### src/rtl/current_adc_sampler_pkg.sv
// Shared definitions for the current-sense ADC sampler.
//   ADC_W       : width of one ADC conversion result
//   FRAME_BITS  : SCLK periods per ADC frame
//   NULL_BITS   : leading bits of a frame that must read 0
//   adc_state_t : frame sequencing states of current_adc_sampler
package current_pkg;

   localparam int ADC_W      = 12;
   localparam int FRAME_BITS = 16;
   localparam int NULL_BITS  = 2;

   typedef enum logic [2:0] {
      IDLE,
      SETUP,
      SHIFT,
      HOLD,
      ACC
   } adc_state_t;

endpackage

### src/rtl/current_adc_sampler_spi_rx.sv
// adc_spi_rx: SCLK generator and serial receiver for one ADC frame.
// A start pulse launches FRAME_BITS SCLK periods (high CLK_DIV cycles, then
// low CLK_DIV cycles). miso is captured on the clk edge where sclk rises.
// Ports:
//   clk, rst_n  : system clock, asynchronous active-low reset
//   start       : one-cycle request to begin a frame (ignored while busy)
//   miso        : serial data from the ADC
//   sclk        : serial clock to the ADC, idles low
//   done        : high on the last cycle of the final low half-period
//   data        : 12 data bits of the last frame, MSB first on the wire
//   null_err    : either leading null bit of the last frame read 1
module adc_spi_rx
   import current_pkg::*;
#(
   parameter int CLK_DIV = 4
) (
   input  logic        clk,
   input  logic        rst_n,
   input  logic        start,
   input  logic        miso,
   output logic        sclk,
   output logic        done,
   output logic [11:0] data,
   output logic        null_err
);

   localparam int DIV_W = (CLK_DIV > 1) ? $clog2(CLK_DIV) : 1;
   localparam int BIT_W = $clog2(FRAME_BITS);
   localparam logic [BIT_W-1:0] LAST_BIT = BIT_W'(FRAME_BITS - 1);

   logic                  busy;
   logic [DIV_W-1:0]      div_cnt;
   logic [BIT_W-1:0]      bit_cnt;
   logic [FRAME_BITS-1:0] shreg;
   logic                  phase_end;
   logic                  launch;
   logic                  capture;
   logic                  unused_tail;

   assign phase_end = (div_cnt == DIV_W'(CLK_DIV - 1));
   assign launch    = start && !busy;
   // Every rising SCLK edge captures one bit: the launch edge carries bit 0,
   // later ones happen at the end of each low half-period except the last.
   assign capture   = launch || (busy && phase_end && !sclk && (bit_cnt != LAST_BIT));
   assign done      = busy && phase_end && !sclk && (bit_cnt == LAST_BIT);

   always_ff @(posedge clk or negedge rst_n) begin
      if (!rst_n) begin
         busy    <= 1'b0;
         sclk    <= 1'b0;
         div_cnt <= '0;
         bit_cnt <= '0;
      end else if (launch) begin
         busy    <= 1'b1;
         sclk    <= 1'b1;
         div_cnt <= '0;
         bit_cnt <= '0;
      end else if (busy) begin
         if (!phase_end) begin
            div_cnt <= div_cnt + 1'b1;
         end else begin
            div_cnt <= '0;
            if (sclk) begin
               sclk <= 1'b0;
            end else if (bit_cnt == LAST_BIT) begin
               busy <= 1'b0;
            end else begin
               sclk    <= 1'b1;
               bit_cnt <= bit_cnt + 1'b1;
            end
         end
      end
   end

   // Data path: no reset needed, a frame always refills all bits before done.
   always_ff @(posedge clk) begin
      if (capture) begin
         shreg <= {shreg[FRAME_BITS-2:0], miso};
      end
   end

   assign data     = shreg[FRAME_BITS-1-NULL_BITS -: ADC_W];
   assign null_err = |shreg[FRAME_BITS-1 -: NULL_BITS];
   // The two trailing bits of a frame carry no information.
   assign unused_tail = ^shreg[FRAME_BITS-NULL_BITS-ADC_W-1:0];

endmodule

### src/rtl/current_adc_sampler.sv
// current_adc_sampler: drives a 12-bit serial current-sense ADC, takes one
// sample every SAMPLE_PERIOD cycles and block-averages 2^AVG_LOG2 samples.
// Optional macro CURRENT_ADC_OFFSET_EN adds offset_cal; each sample then
// accumulates as max(raw - offset_cal, 0).
// Ports:
//   clk, rst_n     : system clock, asynchronous active-low reset
//   offset_cal     : offset subtracted from each sample (macro only)
//   adc_miso       : serial data from the ADC
//   adc_sclk       : serial clock, idles low
//   adc_cs_n       : ADC chip select, active low
//   current_b_out  : averaged current code, held between updates
//   current_valid  : one-cycle strobe when current_b_out updates
//   frame_err      : sticky null-bit error, cleared only by reset
module current_adc_sampler
   import current_pkg::*;
#(
   parameter int CLK_DIV       = 4,
   parameter int SAMPLE_PERIOD = 1000,
   parameter int CS_HIGH       = 4,
   parameter int AVG_LOG2      = 2
) (
   input  logic        clk,
   input  logic        rst_n,
`ifdef CURRENT_ADC_OFFSET_EN
   input  logic [11:0] offset_cal,
`endif
   input  logic        adc_miso,
   output logic        adc_sclk,
   output logic        adc_cs_n,
   output logic [11:0] current_b_out,
   output logic        current_valid,
   output logic        frame_err
);

   localparam int N_AVG  = 1 << AVG_LOG2;
   localparam int ACC_W  = ADC_W + AVG_LOG2;
   localparam int CNT_W  = AVG_LOG2 + 1;
   localparam int TMR_W  = $clog2(SAMPLE_PERIOD);
   localparam int PH_MAX = (CLK_DIV > CS_HIGH) ? CLK_DIV : CS_HIGH;
   localparam int PH_W   = (PH_MAX > 1) ? $clog2(PH_MAX) : 1;

   generate
      if (CLK_DIV < 1 || CLK_DIV > 255) begin : g_bad_clk_div
         $error("CLK_DIV must be in 1..255");
      end
      if (AVG_LOG2 < 0 || AVG_LOG2 > 4) begin : g_bad_avg_log2
         $error("AVG_LOG2 must be in 0..4");
      end
      if (CS_HIGH < 1) begin : g_bad_cs_high
         $error("CS_HIGH must be at least 1");
      end
      if (SAMPLE_PERIOD < 2 * CLK_DIV * 17 + CS_HIGH) begin : g_bad_period
         $error("SAMPLE_PERIOD too short for one ADC frame");
      end
   endgenerate

   adc_state_t        state;
   logic [TMR_W-1:0]  timer;
   logic [PH_W-1:0]   ph_cnt;
   logic [ACC_W-1:0]  acc;
   logic [ACC_W-1:0]  acc_next;
   logic [CNT_W-1:0]  smp_cnt;
   logic              rx_start;
   logic              rx_done;
   logic              rx_null;
   logic [11:0]       rx_data;
   logic [11:0]       sample;

`ifdef CURRENT_ADC_OFFSET_EN
   function automatic logic [ADC_W-1:0] sat_sub(input logic [ADC_W-1:0] raw,
                                                input logic [ADC_W-1:0] off);
      logic signed [ADC_W:0] diff;
      diff = $signed({1'b0, raw}) - $signed({1'b0, off});
      return (diff < 0) ? '0 : diff[ADC_W-1:0];
   endfunction

   assign sample = sat_sub(rx_data, offset_cal);
`else
   assign sample = rx_data;
`endif

   // Width covers N_AVG full-scale samples, so the sum never wraps.
   assign acc_next = acc + ACC_W'(sample);
   assign rx_start = (state == SETUP) && (ph_cnt == PH_W'(CLK_DIV - 1));

   adc_spi_rx #(
      .CLK_DIV (CLK_DIV)
   ) u_rx (
      .clk      (clk),
      .rst_n    (rst_n),
      .start    (rx_start),
      .miso     (adc_miso),
      .sclk     (adc_sclk),
      .done     (rx_done),
      .data     (rx_data),
      .null_err (rx_null)
   );

   // Free-running period timer; a frame may start only when it reads 0.
   always_ff @(posedge clk or negedge rst_n) begin
      if (!rst_n) begin
         timer <= '0;
      end else if (timer == TMR_W'(SAMPLE_PERIOD - 1)) begin
         timer <= '0;
      end else begin
         timer <= timer + 1'b1;
      end
   end

   always_ff @(posedge clk or negedge rst_n) begin
      if (!rst_n) begin
         state         <= IDLE;
         ph_cnt        <= '0;
         adc_cs_n      <= 1'b1;
         acc           <= '0;
         smp_cnt       <= '0;
         current_b_out <= '0;
         current_valid <= 1'b0;
         frame_err     <= 1'b0;
      end else begin
         current_valid <= 1'b0;
         case (state)
            // A busy FSM simply misses a timer==0 and waits for the next one.
            IDLE: begin
               if (timer == '0) begin
                  state    <= SETUP;
                  adc_cs_n <= 1'b0;
                  ph_cnt   <= '0;
               end
            end
            SETUP: begin
               if (rx_start) begin
                  state <= SHIFT;
               end else begin
                  ph_cnt <= ph_cnt + 1'b1;
               end
            end
            SHIFT: begin
               if (rx_done) begin
                  state    <= HOLD;
                  adc_cs_n <= 1'b1;
                  ph_cnt   <= '0;
                  if (rx_null) begin
                     frame_err <= 1'b1;
                  end
               end
            end
            HOLD: begin
               if (ph_cnt == PH_W'(CS_HIGH - 1)) begin
                  state <= ACC;
               end else begin
                  ph_cnt <= ph_cnt + 1'b1;
               end
            end
            ACC: begin
               state <= IDLE;
               if (smp_cnt == CNT_W'(N_AVG - 1)) begin
                  current_b_out <= acc_next[ADC_W-1+AVG_LOG2:AVG_LOG2];
                  current_valid <= 1'b1;
                  acc           <= '0;
                  smp_cnt       <= '0;
               end else begin
                  acc     <= acc_next;
                  smp_cnt <= smp_cnt + 1'b1;
               end
            end
            default: begin
               state    <= IDLE;
               adc_cs_n <= 1'b1;
            end
         endcase
      end
   end

endmodule

### config.mk
export PLATFORM = sky130hd
export DESIGN_NAME = current_adc_sampler
export DESIGN_NICKNAME = d
export VERILOG_FILES = /design/src/rtl/current_adc_sampler_pkg.sv /design/src/rtl/current_adc_sampler_spi_rx.sv /design/src/rtl/current_adc_sampler.sv
export SDC_FILE = /design/constraint.sdc
export NUM_CORES = 1
export LEC_CHECK = 0
export BUFFER_PORTS_ARGS = -buffer_cell sky130_fd_sc_hd__buf_2
export CAP_MARGIN = 20
export CORE_MARGIN = 2
export CORE_UTILIZATION = 45
export DETAILED_ROUTE_END_ITERATION = 6
export PLACE_DENSITY = 0.66
export SYNTH_ARGS = -nofsm -noshare
export SYNTH_HDL_FRONTEND = slang
export SYNTH_HIERARCHICAL = 1
export SYNTH_SLANG_ARGS = --single-unit
### constraint.sdc
create_clock -name clk -period 3.55 [get_ports clk]
set_clock_uncertainty 0.15 [all_clocks]
set_input_delay 0.1775 -clock clk [delete_from_list [all_inputs] [get_ports clk]]
set_output_delay 0.1775 -clock clk [all_outputs]
set_load 0.03 [all_outputs]
==> run_results.csv, run 1 <==
group,metric,value,unit
flow_run,timing.max_cap.violations,0,
synthesis,synthDistinctLibCells,61,
grt,gr-usage-all-layers,17.0,%
grt,grt.met2_usage,26.8,%
pwr,leakage,1.84,nW
synthesis,ys_top_cells_by_count,"dfrtp_1, nand2_1, nor2_1",
routing,detail_route.iter0.violations,103,
die,floorplan.die.width,93.0,um
synthesis,synth_flop_cell,"dfrtp_1",
critical_path,worst-r2r-cell-count,5,
timing,layout_min_cycle_time,2.45,ns
critical_path,crit-reg2reg-launch,"state[1]$_DFFE_PN0P_",
grt,grtUsageMet1,23.0,%
critical_path,timing.critical_path.to_type,"flop",
timing,tns,0,ns
critical_path,slack_of_the_worst_reg_to_reg_path,1.10,ns
layout,syn2layout_area_growth,9.51,%
routing,dr_total_vias,2354,
synthesis,post_synth_instance_area,0.00357,mm^2
layout,fin_nets,361,
routing,postRouteAntennaNets,0,
synthesis,synthDominantAreaCellType,"dfrtp_1",
routing,detail_route.vias_per_cell,5.28,
clocking,cell_at_the_root_of_the_clock_tree,"clkbuf_8",
clocking,cts.repair.resized,0,
critical_path,critPathArrivalTime,2.53,ns
critical_path,cp_data_required_time,3.63,ns
layout,diodes,0,
grt,vias_in_the_first_global_route,2367,
clocking,clkLatencyLatePin,0.35,ns
synthesis,synth_enable_flop_cells,16,
layout,share_of_final_layout_standard_cells_stronger_than_drive_strength_1,15.4,%
grt,grt-ovfl-total,0,
timing,holdWs,0.252,ns
grt,grt_busiest_layer,"met2",
grt,antenna_found_initial,0,
routing,route.final.wire_length,6630,um
timing,finalSetupViolCount,0,
critical_path,path_max_fanout,11,
timing,unrepaired_setup_endpoints_after_global_routing,"false",
min_path,path_class_of_the_lowest_slack_min_delay_path,"in -> async",
pwr,ratio_of_total_power_to_cell_area,400,mW/mm^2
clocking,cts_tree,"done",
synthesis,ys_seq_elements,71,
grt,grt_max_degree,31,
synthesis,syn_warnings,6,
timing,min_period_over_period,68.9,%
placed_design,dp.final_hpwl,4510,um
critical_path,crit_path_start_kind,"flop",
synthesis,synthMostInstantiatedCell,"dfrtp_1",
die,fp-row-count,32,
routing,drt-pass1-iter-count,4,
routing,drt_drc_violations_left,0,
layout,final_instance_area,0.00391,mm^2
clocking,max-clock-path-buffers,2,
pwr,irDropWorstVdd,0.194,mV
timing,max_freq,409,MHz
synthesis,area_share_of_the_leading_cell_type_in_the_synthesized_netlist,37.9,%
grt,grt_pass1_wl,11400,um
status,outcome,"finished, final reports clean",
clocking,cts_sinks,71,
routing,routedWlPerCell,14.9,um
layout,fin_util,50.8,%
clocking,cts_made_buffers,9,
clocking,clkTransAtPathRegs,0.08,ns
die,die_area,0.00865,mm^2
critical_path,setup.worst_path.class,"reg -> reg",
placed_design,postPlaceCellArea,0.00366,mm^2
timing,max_slew_margin,50.4,%
synthesis,postSynth.asyncResetShare,77.5,%
timing,hold_viol_final,0,
synthesis,synth_area_per_inst,10.9,um^2
clocking,ctsHtreeMaxLevel,3,
die,core_area,0.00769,mm^2
critical_path,critical_path.reg2reg.endpoint,"current_b_out[7]$_DFFE_PN0P_",
timing,slew_violations,0,
synthesis,seq_area_frac_synth,52.1,%
die,initial_core_util,46.4,%
placed_design,io_buffer_count,18,
timing,tightest_slew,0.742,ns
placed_design,finalWeightedCongestion,0.797,
synthesis,synth_cells,326,
synthesis,postSynthNetCount,348,
die,io_pins,19,
die,die_height,93.0,um
synthesis,post_synth_main_area_contributors,"dfrtp_1, edfxtp_1, ha_1",
grt,groute.layer.met3.usage,3.95,%
-- stage by stage --
| stage | setup WS (ns) | power (mW) | instances |
|---|---|---|---|
| after floorplan | 1.34 | 0.847 | 326 |
| after global placement | 1.07 | 0.862 | 428 |
| after detailed placement | 1.10 | 0.862 | 428 |
| after CTS | 1.08 | 1.58 | 446 |
| after global routing | 0.834 | 1.62 | 446 |
| final | 1.10 | 1.56 | 446 |
-- kinds of logic (layout without fill, tap and decap cells) --
| family | count (synthesis) | after routing | synth area share [%] |
|---|---|---|---|
| compound gates | 82 | 82 | 16.1 |
| xor+xnor | 17 | 17 | 4.18 |
| fa+ha+maj | 19 | 19 | 6.88 |
| buf+inv | 35 | 53 | 5.33 |
| flops | 71 | 71 | 52.1 |
| mux | 4 | 4 | 1.37 |
| simple gates | 98 | 98 | 14.0 |
-- registers in the layout (all words and copies together) (netlist names), 2 cells and up --
register	cells
u_rx/bit_cnt	4
current_b_out	12
u_rx/div_cnt	2
u_rx/shreg	16
smp_cnt	3
state	3
timer	10
ph_cnt	2
acc	14
-- layer usage --
metal	routed length (um)	vias to the layer above
met5	0	-
met2	3120	18
li1	-	1180
met4	86	0
met3	170	6
met1	3250	1150
-- cell type report --
type,instances,area [um^2]
timing repair buffer,22,125
sequential,71,1860
clock buffer,9,124
multi-input combinational,220,1520
fill,712,3780
inverter,15,56.3
tap,102,128
clock inverter,7,96.3
-- placed cells by master, fill, tap and decap left out, types with 3 or more instances in the layout --
cell type / count
a21o_1: 9
a21oi_1: 19
a22o_1: 12
and2_1: 3
and3_1: 3
buf_2: 18
clkbuf_8: 9
dfrtp_1: 54
edfxtp_1: 16
ha_1: 18
inv_1: 15
nand2_1: 33
nand2b_1: 4
nand3_1: 8
nor2_1: 20
nor3_1: 8
o211ai_1: 3
o21ai_0: 8
o21ai_1: 5
o22ai_1: 3
o31ai_1: 3
xnor2_1: 7
xor2_1: 10
-- where the power goes --
part / total [mW] / leakage, nW / switching, mW / internal, mW
Combinational: 0.0155 / 0.875 / 0.0126 / 0.00289
Sequential: 0.830 / 0.864 / 0 / 0.830
Clock: 0.715 / 0.103 / 0.318 / 0.397
Total: 1.56 / 1.84 / 0.331 / 1.23
-- worst max-delay path, cell delays in order, from the launching register on --
cell     delay (ns)
dfrtp_1        0.46
nor2_1         0.18
and2_1         0.26
nand3_1        0.38
inv_1          0.51
mux2_2         0.39
-- how the worst max path moves through the flow --
| stage | from | end | slack [ns] | depth (start not counted) |
|---|---|---|---|---|
| 2_1_floorplan | u_rx/shreg[2]$_DFFE_PP_ | current_b_out[6]$_DFFE_PN0P_ | 1.34 | 10 |
| 3_3_place_gp | state[1]$_DFFE_PN0P_ | current_b_out[7]$_DFFE_PN0P_ | 1.07 | 5 |
| 3_5_place_dp | state[1]$_DFFE_PN0P_ | current_b_out[7]$_DFFE_PN0P_ | 1.10 | 5 |
| 4_1_cts | state[1]$_DFFE_PN0P_ | current_b_out[7]$_DFFE_PN0P_ | 1.08 | 5 |
| 5_1_grt | ph_cnt[0]$_DFFE_PN0P_ | u_rx/shreg[3]$_DFFE_PP_ | 0.83 | 5 |
| 6_report | state[1]$_DFFE_PN0P_ | current_b_out[7]$_DFFE_PN0P_ | 1.10 | 5 |
-- timing repair --
| action | CTS | global route |
|---|---|---|
| buffers inserted | 0 | 0 |
| setup endpoints to repair | 0 | 0 |
| hold endpoints to repair | 30 | 0 |
| hold buffers | 2 | 0 |
(Power assumes the default switching activity.)
==> inputs of run 2 (changes only) <==
--- a/config.mk
+++ b/config.mk
@@ -5,12 +5,13 @@
 export SDC_FILE = /design/constraint.sdc
 export NUM_CORES = 1
 export LEC_CHECK = 0
+export ABC_AREA = 1
 export BUFFER_PORTS_ARGS = -buffer_cell sky130_fd_sc_hd__buf_2
 export CAP_MARGIN = 20
 export CORE_MARGIN = 2
 export CORE_UTILIZATION = 45
 export DETAILED_ROUTE_END_ITERATION = 6
-export PLACE_DENSITY = 0.66
+export PLACE_DENSITY = 0.68
 export SYNTH_ARGS = -nofsm -noshare
 export SYNTH_HDL_FRONTEND = slang
 export SYNTH_HIERARCHICAL = 1
==> constraint.sdc (replaced) <==
create_clock -name clk -period 2.2 [get_ports clk]
set_clock_uncertainty 0.15 [all_clocks]
set_input_delay 0.11 -clock clk [delete_from_list [all_inputs] [get_ports clk]]
set_output_delay 0.11 -clock clk [all_outputs]
set_load 0.03 [all_outputs]
==> run 2 against run 1 <==
Worst hold slack got worse by 0.13 ns. Clock power up 37%. Count of clock-buffer cells in the layout is 3 higher. Die area increased by 5.5%. Non-clock buffer count increased by 4. Setup slack worse by 0.87 ns. Synthesized cell count rose by 39%. Core utilization is 0.17 points lower. Highest routed layer unchanged. Sequential power rose by 61%. Largest cell class unchanged. Fmax rose by 25%. Design area rose by 6.0%. Critical path depth up 5.
==> run_results.csv, run 2 <==
group,metric,value,unit
status,outcome,"finished, final reports clean",
grt,grt_pass1_wl,12700,um
critical_path,crit_path_start_kind,"flop",
min_path,path_class_of_the_lowest_slack_min_delay_path,"in -> async",
layout,register_bank_with_the_most_flops,"u_rx/shreg",
placed_design,preCtsSetupSlack,0.257,ns
die,floorplan.die.width,95.5,um
synthesis,synthMostInstantiatedCell,"nand2_1",
synthesis,post_synth_mux_area_share,0,%
layout,largestRegisters,"u_rx/shreg x16, acc x14, current_b_out x12",
synthesis,seq_area_frac_synth,49.3,%
synthesis,synth_flop_cell,"dfrtp_1",
synthesis,main_combinational_cell_family_by_area_after_synthesis,"simple AND/OR/NAND/NOR gates",
timing,layout_min_cycle_time,1.96,ns
clocking,cts_sinks,71,
critical_path,timing.critical_path.to_type,"flop",
timing,finalSetupViolCount,0,
clocking,ctsHtreeMaxLevel,3,
pwr,ratio_of_total_power_to_cell_area,568,mW/mm^2
clocking,cell_at_the_root_of_the_clock_tree,"clkbuf_8",
synthesis,syn_warnings,6,
grt,gr-usage-all-layers,18.0,%
routing,detail_route.iter0.violations,104,
layout,share_of_final_layout_standard_cells_stronger_than_drive_strength_1,12.3,%
die,io_pins,19,
routing,dr_total_vias,2809,
clocking,max-clock-path-buffers,2,
pwr,irDropWorstVdd,0.267,mV
synthesis,ys_top_cells_by_count,"nand2_1, inv_1, dfrtp_1",
layout,syn2layout_area_growth,9.79,%
clocking,clkTransAtPathRegs,0.07,ns
layout,largest_reg_flops,16,
layout,mostFrequentLayoutCell,"nand2_1",
clocking,cts_made_buffers,9,
synthesis,ys_seq_elements,71,
die,die_height,95.5,um
critical_path,path_max_fanout,18,
critical_path,critPathArrivalTime,1.86,ns
timing,unrepaired_setup_endpoints_after_global_routing,"false",
layout,most-common-layout-cells,"nand2_1, inv_1, dfrtp_1",
placed_design,io_buffer_count,18,
synthesis,yosys.area_share.adder,6.51,%
timing,max_slew_margin,67.0,%
layout,multi_input_area,0.00155,mm^2
synthesis,post_synthesis_simple_gate_area_fraction,28.1,%
routing,detail_route.vias_per_cell,4.82,
grt,grt_max_degree,27,
synthesis,synthDominantAreaCellType,"dfrtp_1",
synthesis,compound_gate_fraction_of_synth_area,5.04,%
die,fp-row-count,33,
layout,fin_util,50.6,%
timing,max_freq,509,MHz
synthesis,yosys.area_share.xor_xnor,1.39,%
routing,drt-pass1-iter-count,4,
synthesis,synthDistinctLibCells,36,
grt,vias_in_the_first_global_route,2844,
routing,postRouteAntennaNets,0,
synthesis,area_share_of_the_leading_cell_type_in_the_synthesized_netlist,35.8,%
placed_design,dp.final_hpwl,5410,um
routing,drt_drc_violations_left,0,
layout,layout.filler_cells,781,
clocking,cts.repair.resized,0,
critical_path,setup.worst_path.class,"reg -> reg",
timing,postLayoutSetupSlackWorst,0.236,ns
flow_run,timing.max_cap.violations,0,
critical_path,cp_data_required_time,2.09,ns
synthesis,synth_enable_flop_cells,16,
timing,tns,0,ns
timing,hold_viol_final,0,
pwr,leakage,2.19,nW
timing,min_period_over_period,89.3,%
synthesis,postSynth.asyncResetShare,77.5,%
die,initial_core_util,46.1,%
die,core_area,0.00818,mm^2
routing,routedWlPerCell,12.2,um
timing,slew_violations,0,
layout,regArea,0.00186,mm^2
die,die_area,0.00913,mm^2
synthesis,synth_cells,452,
clocking,cts_tree,"done",
timing,holdWs,0.124,ns
synthesis,synth_area_per_inst,8.34,um^2
synthesis,postSynthNetCount,474,
synthesis,post_synth_instance_area,0.00377,mm^2
clocking,clkLatencyLatePin,0.33,ns
placed_design,finalWeightedCongestion,0.943,
synthesis,post_synth_main_area_contributors,"dfrtp_1, nand2_1, edfxtp_1",
grt,antenna_found_initial,0,
grt,grt-ovfl-total,0,
layout,diodes,0,
layout,fin_nets,495,
timing,tightest_slew,0.495,ns
routing,route.final.wire_length,7090,um
==> run 2: cell types whose count changed after synthesis, sizes merged, moves of 5 or more <==
cell   delta
xor2      -6
a21o      -9
xnor2     -5
nand4     +8
nand3    +23
nand2   +122
a21oi    -13
and3      -5
nor3      -6
inv      +49
nor2     +22
a22o      -7
==> run 2: final timing paths <==
path	startpoint	slack (ns)	cells after the start	to
max	state[2]$_DFFE_PN0P_	0.24	10	u_rx/shreg[7]$_DFFE_PP_
max reg2reg	state[2]$_DFFE_PN0P_	0.24	10	u_rx/shreg[7]$_DFFE_PP_
min	rst_n	0.12	2	timer[9]$_DFF_PN0_
min reg2reg	u_rx/shreg[0]$_DFFE_PP_	0.27	0	u_rx/shreg[1]$_DFFE_PP_
max in group asynchronous	rst_n	1.23	3	acc[10]$_DFFE_PN0P_
min in group clk	u_rx/shreg[0]$_DFFE_PP_	0.27	0	u_rx/shreg[1]$_DFFE_PP_
==> run 2: power by group <==
| group | switching, mW | leakage [nW] | internal, mW |
|---|---|---|---|
| Combinational | 0.0210 | 1.24 | 0.00824 |
| Clock | 0.459 | 0.0904 | 0.522 |
| Sequential | 0 | 0.864 | 1.34 |
==> run 2: critical path, stage by stage, from the launching register on <==
cell and delay [ns]:
dfrtp_1 0.44, nor2_1 0.21, inv_1 0.12, nor2_1 0.10
nand2_1 0.07, inv_1 0.07, inv_1 0.04, nor2_1 0.12
inv_1 0.09, nand2_1 0.11, buf_12 0.16
==> run 2: layer usage <==
layer	wire (um)	track usage [%]	vias up
li1	-	-	1461
met1	3460	23.1	1290
met2	3200	29.0	45
met3	246	4.11	13
met4	180	7.98	0
met5	0	0	-
==> run 2: repair_timing <==
action / in CTS / in global routing
buffers inserted: 0 / 0
hold buffers: 2 / 0
hold endpoints to repair: 45 / 0
setup endpoints to repair: 0 / 0
==> run 2: cells by family after synthesis <==
group	after synthesis
DFF	71
AOI/OAI and AO/OA	31
and+or+nand+nor	245
xor gates and xnor gates	6
buffers and inverters	80
adders and majority gates	19
==> run 2: final cells by class <==
class,instances,area share [%]
repair buffers,26,4.35
clock buffers,12,3.26
flip-flops and latches,71,44.9
clock inverters,4,1.15
inverters,64,5.80
multi-input cells,301,37.4
well taps,105,3.17
==> run 2: through the flow <==
| stage | total power [mW] | area (um^2) | instances |
|---|---|---|---|
| CTS | 2.38 | 4140 | 583 |
| global placement | 1.40 | 3940 | 565 |
| global route | 2.46 | 4140 | 583 |
| floorplan | 1.37 | 3770 | 452 |
| finish | 2.35 | 4140 | 583 |
| detailed placement | 1.40 | 3940 | 565 |
